==> config.mk <==
export PLATFORM = sky130hd
export DESIGN_NAME = int_to_fp32
export DESIGN_NICKNAME = d
export VERILOG_FILES = /design/src/rtl/fp32_pkg.sv /design/src/rtl/int_to_fp32.sv
export SDC_FILE = /design/constraint.sdc
export NUM_CORES = 1
export LEC_CHECK = 0
export ABC_CLOCK_PERIOD_IN_PS = 2300
export CAP_MARGIN = 40
export CORE_ASPECT_RATIO = 1.25
export CORE_MARGIN = 4
export CORE_UTILIZATION = 47
export CTS_CLUSTER_DIAMETER = 200
export DETAILED_ROUTE_END_ITERATION = 12
export PLACE_DENSITY = 0.73
export SLEW_MARGIN = 20
export SYNTH_ARGS = -nofsm -noshare
export SYNTH_HDL_FRONTEND = slang
export SYNTH_SLANG_ARGS = --single-unit
==> constraint.sdc <==
create_clock -name clk -period 2.3 [get_ports clk]
set_clock_uncertainty 0.05 [all_clocks]
set_input_delay 0.46 -clock clk [delete_from_list [all_inputs] [get_ports clk]]
set_output_delay 0.46 -clock clk [all_outputs]
set_load 0.01 [all_outputs]
==> src/rtl/fp32_pkg.sv <==
// Shared fp32 constants and the converter state encoding.
// Also consumed by the fp32 compare/threshold logic.
package fp32_pkg;

    localparam int unsigned FP32_BIAS  = 127;
    localparam int unsigned FP32_EXP_W = 8;
    localparam int unsigned FP32_MAN_W = 23;

    localparam logic [31:0] FP32_ZERO = 32'h0000_0000;
    localparam logic [31:0] FP32_HALF = 32'h3F00_0000;

    typedef enum logic [1:0] {
        ST_IDLE = 2'd0,
        ST_NORM = 2'd1,
        ST_DONE = 2'd2
    } fp32_conv_state_e;

endpackage

==> src/rtl/int_to_fp32.sv <==
// Integer to IEEE-754 single converter; iterative normalisation, one left shift per clock.
// Inputs of at most 24 bits fit the 24-bit significand, so every result is exact.
module int_to_fp32
    import fp32_pkg::*;
#(
    parameter int unsigned IN_W   = 16,
    parameter bit          SIGNED = 1'b1
) (
    input  logic            clk,
    input  logic            rst_n,
    input  logic            in_valid,
    output logic            in_ready,
    input  logic [IN_W-1:0] in_data,
    output logic            out_valid,
    input  logic            out_ready,
    output logic [31:0]     out_data,
    output logic            busy
);

    localparam int unsigned PAD_W = 24 - IN_W;
    localparam logic [FP32_EXP_W-1:0] EXP_INIT = FP32_EXP_W'(FP32_BIAS + IN_W - 1);

    fp32_conv_state_e r_state, w_state_nxt;

    logic                  r_sign,  w_sign_nxt;
    logic [IN_W-1:0]       r_mag,   w_mag_nxt;
    logic [FP32_EXP_W-1:0] r_exp,   w_exp_nxt;
    logic [31:0]           r_out,   w_out_nxt;
    logic                  r_in_ready;
    logic                  r_out_valid;
    logic                  r_busy;

    logic                  w_sign_in;
    logic [IN_W-1:0]       w_mag_in;
    logic [FP32_MAN_W-1:0] w_man;

    // Magnitude of the incoming word; the most negative value maps onto 2^(IN_W-1).
    assign w_sign_in = SIGNED & in_data[IN_W-1];
    assign w_mag_in  = w_sign_in ? ((~in_data) + IN_W'(1)) : in_data;

    // Drop the hidden bit and left-align the fraction into 23 bits.
    assign w_man = FP32_MAN_W'(24'(r_mag) << PAD_W);

    // State register
    always_ff @(posedge clk or negedge rst_n) begin
        if (!rst_n) begin
            r_state <= ST_IDLE;
        end else begin
            r_state <= w_state_nxt;
        end
    end

    // Next-state and datapath update
    always_comb begin
        w_state_nxt = r_state;
        w_sign_nxt  = r_sign;
        w_mag_nxt   = r_mag;
        w_exp_nxt   = r_exp;
        w_out_nxt   = r_out;
        case (r_state)
            ST_IDLE: begin
                if (in_valid) begin
                    w_sign_nxt = w_sign_in;
                    w_mag_nxt  = w_mag_in;
                    w_exp_nxt  = EXP_INIT;
                    if (w_mag_in == '0) begin
                        w_out_nxt   = FP32_ZERO;
                        w_state_nxt = ST_DONE;
                    end else begin
                        w_state_nxt = ST_NORM;
                    end
                end
            end
            ST_NORM: begin
                if (r_mag[IN_W-1]) begin
                    w_out_nxt   = {r_sign, r_exp, w_man};
                    w_state_nxt = ST_DONE;
                end else begin
                    w_mag_nxt = r_mag << 1;
                    w_exp_nxt = r_exp - FP32_EXP_W'(1);
                end
            end
            ST_DONE: begin
                if (out_ready) begin
                    w_state_nxt = ST_IDLE;
                end
            end
            default: begin
                w_state_nxt = ST_IDLE;
            end
        endcase
    end

    // Datapath and registered status flags, decoded from the next state
    always_ff @(posedge clk or negedge rst_n) begin
        if (!rst_n) begin
            r_sign      <= 1'b0;
            r_mag       <= '0;
            r_exp       <= '0;
            r_out       <= FP32_ZERO;
            r_in_ready  <= 1'b1;
            r_out_valid <= 1'b0;
            r_busy      <= 1'b0;
        end else begin
            r_sign      <= w_sign_nxt;
            r_mag       <= w_mag_nxt;
            r_exp       <= w_exp_nxt;
            r_out       <= w_out_nxt;
            r_in_ready  <= (w_state_nxt == ST_IDLE);
            r_out_valid <= (w_state_nxt == ST_DONE);
            r_busy      <= (w_state_nxt == ST_NORM);
        end
    end

    assign in_ready  = r_in_ready;
    assign out_valid = r_out_valid;
    assign busy      = r_busy;
    assign out_data  = r_out;

endmodule

==> results of run 1 <==
[registers in the layout, indices dropped and copies added, names as in the netlist]
| name | count |
|---|---|
| out_data | 24 |
| r_sign | 1 |
| in_ready | 1 |
| r_state | 2 |
| r_mag | 16 |
| busy | 1 |
| r_exp | 8 |
| out_valid | 1 |
[routing by layer]
metal | global-route usage | part of all wire | vias up | routed length (µm)
met4 | 0.0847 | 0.027 | 0 | 210
met1 | 0.255 | 0.40 | 1297 | 3100
li1 | - | - | 1303 | -
met5 | 0 | 0 | - | 0
met2 | 0.376 | 0.53 | 77 | 4090
met3 | 0.0241 | 0.046 | 16 | 355
[kinds of logic (layout without fill, tap and decap cells)]
logic type,Yosys count,in the layout,synth area share
XOR/XNOR,18,18,0.0527
multiplexers,4,4,0.0138
AO/OA/AOI/OAI,82,82,0.204
flip-flops,54,54,0.452
buffers and inverters,34,132,0.0611
adder cells (fa/ha/maj),2,2,0.00836
AND/OR/NAND/NOR,122,122,0.207
other,1,8,0.00125
[worst reg2reg max path: cells and delay by family (launching register included)]
kind | cells | cell delay, ns
and+or+nand+nor | 3 | 0.82
AOI/OAI and AO/OA | 1 | 0.32
buffers and inverters | 1 | 0.21
DFF | 1 | 0.44
[placed cells by master (no fill, tap or decap), types with 12 or more instances in the layout]
master / Yosys / layout
a22oi_1: 12 / 12
buf_4: 8 / 63
clkdlybuf4s50_1: 0 / 31
dfrtp_1: 53 / 53
nand2_1: 61 / 60
nor2_1: 16 / 16
o21ai_0: 25 / 18
o21ai_2: 18 / 22
[repair_timing]
item / 4_1_cts / 5_1_grt
gates cloned: 2 / 1
endpoints found under the setup margin: 29 / 29
pin swaps: 20 / 11
buffers inserted: 17 / 3
gates resized for setup: 57 / 16
[through the flow]
stage	utilization	TNS (ns)
6_report	0.700	-6.57
5_1_grt	0.700	-9.53
4_1_cts	0.690	-6.65
3_5_place_dp	0.631	-24.25
3_3_place_gp	0.630	-21.89
2_1_floorplan	-	-10.05
[power breakdown]
part	leakage [nW]	switching, mW	total (mW)	internal [mW]
sequential	0.669	0.258	1.60	1.34
combinational	1.18	0.952	1.89	0.937
clock	0.0478	0.320	0.569	0.248
[final cells by class]
type                            instances  area [µm²]  area share
Clock buffer                            6        82.6      0.0191
Inverter                                6        22.5     0.00522
Tap cell                               85         106      0.0246
Sequential cell                        54        1350       0.313
Clock inverter                          2        16.3     0.00377
Timing Repair Buffer                  118        1080       0.251
Multi-Input combinational cell        236        1650       0.383
[worst paths after layout]
path | from | end | slack [ns]
setup / recovery | in_data[3] | out_data[24] | -0.30
min in group clk | r_mag[10] | out_data[18] | 0.46
hold / removal | rst_n | r_mag[15] | 0.13
max in group asynchronous | rst_n | out_data[17] | 1.50
hold reg to reg | r_mag[10] | out_data[18] | 0.46
setup reg to reg | r_state[1] | r_mag[1] | 0.35
==> results.toml, run 1 <==
[status]
status = "finished with violations"
violations = "setup timing"

[sta]
finalSetupViolations = 28
layout_setup_ws_ns = -0.297
relSlewSlack = 0.542
hold_slack_ns = 0.130
finalCritPeriodShare = 1.13
maxSlewViolCount = 0
finalCriticalPeriod_ns = 2.60
rsz0062_at_grt = "yes"
hold_violations = 0
max_slew.worst_pin.slew_ns = 0.688
fmax_ghz = 0.385

[placement]
dp_slack_ns = -0.860
hpwl_mm = 5.33
io_buffers = 46
dp_cells = 481
place_congestion = 0.905
place_area_mm2 = 0.00389

[finish]
n_fill_cell = 506
design_area_mm2 = 0.00432
diodes = 0
nets = 443
drive_gt1_frac = 0.341
fin_cells = 507
syn_to_final_growth_pct = 44.3

[clock_network]
cts_buffers = 5
clkTransAtPathRegs_ns = 0.10
cts.sinks = 54
cts_tree = "done"
clk_latency_ns = 0.32
postCtsHoldBufs = 0
clk_path_buf_depth = 2
cts_root_buf = "clkbuf_8"
ctsHtreeMaxLevel = 2

[global_route]
antenna_found_initial = 0
first_global_vias = 2735
grt_max_degree = 31
gr-total-overflow = 0
grt_pass1_wl_mm = 13.0
grt.total_usage = 0.211

[routing]
drt_iter0_markers = 169
drt_wl_total_mm = 7.75
ant_nets = 0
num_vias = 2693
first_pass_iters = 4
post_drt_wl_per_cell_um = 15.3
drc_errors = 0
viasPerCell = 5.31

[synth]
syn-mean-instance-area_um2 = 9.44
synth_area_leaders = "dfrtp_1 44%, nand2_1 7.7%, o21ai_2 5.3%"
ys.warnings.count = 0
synthCells = 317
synthFlopType = "dfrtp_1"
synth_top_cell_by_area = "dfrtp_1"
synth_most_common_cell = "nand2_1"
ys_ff_latch = 54
synth.top_cell.area_share = 0.443
synth_area_mm2 = 0.00299
async_flop_share = 1.00
ys_seq_area_frac = 0.452
synth_cell_types = 56
synth_common_cells = "61 x nand2_1, 53 x dfrtp_1, 25 x o21ai_0, 18 x o21ai_2, 16 x nor2_1"
synth-edff-count = 0

[worst_setup_path]
worstSetupEndpointType = "flop"
path_common_cell = "buf_6"
cpPeakStageDelay_ns = 0.54
crit_arrival_ns = 2.75
crit_fanout = 5
critPathBufInv = 5
crit_type = "primary input to flop"
cp.depth = 11
cp.required_ns = 2.45
startpoint_type = "primary input"
slowest_stage = "or4_4"
path_cells = "buf_6 -> or4_4 -> buf_6 -> o41ai_4 -> xnor2_2 -> or3_4 -> nor4_4 -> buf_6 -> buf_12 -> buf_12 -> o22ai_2"
ff2ff_path_depth = 5
cp_top_family = "simple AND/OR/NAND/NOR gates"

[power]
p_leak_nw = 1.89
power_density_mw_per_mm2 = 939
p_total_mw = 4.06
ir_drop_uv = 460

[floorplan]
die_width_um = 79.4
num_io_pins = 55
die_area_mm2 = 0.00771
start_util = 0.485
core-area_mm2 = 0.00617
die_h_um = 97.2
row_count = 32

[run]
max-cap-violations = 0

[worst_hold_path]
min_path_type = "primary input to async pin"
(Power assumes the default switching activity.)
==> run 2, diff against run 1 <==
GPL_ROUTABILITY_DRIVEN = 0   (was unset)
RECOVER_POWER = 25   (was unset)
==> run 2 against run 1 <==
The flow finishes with violations (capacitance limit, slew limit, setup timing). Combinational power is essentially flat. Sequential share of layout area is essentially flat. Cell area is essentially flat. Die area is the same. Critical path depth is the same. Worst hold slack gained 0.33 ns. Register-to-register slack is essentially flat. Worst setup slack gained 0.0017 ns. Sequential cell count is the same. First-iteration DRC count is the same.
==> results.toml, run 2 (synthesized netlist as in run 1, its figures left out) <==
[finish]
n_fill_cell = 507
nets = 443
largest_reg_flops = 24
multi_input_area_mm2 = 0.00165
final_common_cell = "buf_4"
syn_to_final_growth_pct = 44.2
fin_util = 0.700
final_cell_mix = "63 x buf_4, 60 x nand2_1, 53 x dfrtp_1, 31 x clkdlybuf4s50_1, 22 x o21ai_2"
diodes = 0
fin_cells = 507
drive_gt1_frac = 0.339
ff_latch_area_mm2 = 0.00135

[floorplan]
die_area_mm2 = 0.00771
row_count = 32
die_width_um = 79.4
start_util = 0.485
num_io_pins = 55
core-area_mm2 = 0.00617
die_h_um = 97.2

[power]
p_leak_nw = 1.89
ir_drop_uv = 460
power_density_mw_per_mm2 = 940
p_total_mw = 4.05

[clock_network]
ctsHtreeMaxLevel = 2
cts_root_buf = "clkbuf_8"
clk_latency_ns = 0.32
cts_buffers = 5
clk_path_buf_depth = 2
clkTransAtPathRegs_ns = 0.10
cts_tree = "done"
cts.sinks = 54

[sta]
maxSlewViolCount = 30
fmax_ghz = 0.385
finalCritPeriodShare = 1.13
rsz0062_at_grt = "yes"
finalCriticalPeriod_ns = 2.60
max_slew.worst_pin.slew_ns = 1.65
hold_violations = 0
relSlewSlack = -0.0992
hold_slack_ns = 0.455
layout_setup_ws_ns = -0.295
finalSetupViolations = 28

[routing]
drc_errors = 0
viasPerCell = 5.31
num_vias = 2692
ant_nets = 0
drt_iter0_markers = 169
drt_wl_total_mm = 7.74
first_pass_iters = 4
post_drt_wl_per_cell_um = 15.3

[global_route]
antenna_found_initial = 0
grt.total_usage = 0.211
grt_pass1_wl_mm = 13.0
grt_max_degree = 31
gr-total-overflow = 0
first_global_vias = 2735

[worst_hold_path]
min_path_type = "flop to flop"

[worst_setup_path]
cp.required_ns = 2.45
critPathLaunch = "in_data[10]"
crit_arrival_ns = 2.74
crit_fanout = 5
worstSetupEndpointType = "flop"
r2r-end = "r_mag[1]"
crit_type = "primary input to flop"
rr_startpoint = "r_state[1]"
reg2reg_slack_ns = 0.36
ff2ff_path_depth = 5
endpoint = "out_data[24]"
startpoint_type = "primary input"

[run]
max-cap-violations = 1

[placement]
hpwl_mm = 5.33
dp_cells = 481
io_buffers = 46

[status]
violations = "capacitance limit, slew limit, setup timing"
status = "finished with violations"
==> run 2: cell count changes in the layout (fill, tap and decap cells not counted), sizes merged <==
cell	change
buf	-1
clkbuf	+1
==> run 2: layer usage <==
layer	part of all wire	wire length, µm	global-route usage
met5	0	0	0
met4	0.027	210	0.0847
met3	0.045	352	0.0241
met2	0.53	4090	0.376
met1	0.40	3090	0.255
==> run 2: final cells by class <==
type                    count  share of cell area
multi-input cells         236               0.383
flip-flops and latches     54               0.313
repair buffers            118               0.251
well taps                  85              0.0246
clock buffers               6              0.0191
inverters                   6             0.00522
clock inverters             2             0.00377
==> run 2: critical path: stages <==
cell             delay (ns)
clkdlybuf4s15_1        0.17
or4_4                  0.55
buf_4                  0.17
or2_2                  0.31
mux2i_4                0.17
o311ai_4               0.16
nor4_4                 0.30
buf_6                  0.17
buf_12                 0.10
buf_12                 0.11
o22ai_2                0.05
==> run 2: report_power, final <==
group	leakage [nW]	internal, mW	switching [mW]	total, mW
Sequential	0.669	1.34	0.258	1.60
Combinational	1.18	0.937	0.952	1.89
Clock	0.0478	0.248	0.320	0.569
==> run 2: worst min-delay path by stage <==
| stage | startpoint | endpoint | cells past startpoint |
|---|---|---|---|
| 2_1_floorplan | rst_n | busy | 0 |
| 3_3_place_gp | r_sign | r_sign | 2 |
| 3_5_place_dp | r_sign | r_sign | 2 |
| 4_1_cts | rst_n | r_exp[4] | 1 |
| 5_1_grt | r_state[1] | in_ready | 1 |
| 6_report | r_mag[10] | out_data[18] | 2 |
==> run 2: per-stage QoR <==
| step | instance area, µm² | setup TNS (ns) | setup slack [ns] |
|---|---|---|---|
| floorplan | 3070 | -10.05 | -0.420 |
| global placement | 3880 | -21.89 | -0.779 |
| detailed placement | 3890 | -24.25 | -0.860 |
| CTS | 4250 | -6.65 | -0.287 |
| global route | 4320 | -9.53 | -0.395 |
| finish | 4320 | -6.52 | -0.295 |
==> run 2: timing repair <==
item                                    4_1_cts  5_1_grt
endpoints found under the setup margin       29       29
endpoints found under the hold margin         0        0
gates resized for setup                      57       16
setup buffers                                17        3
gates cloned                                  2        1
hold buffers                                  0        0
pin swaps                                    20       11
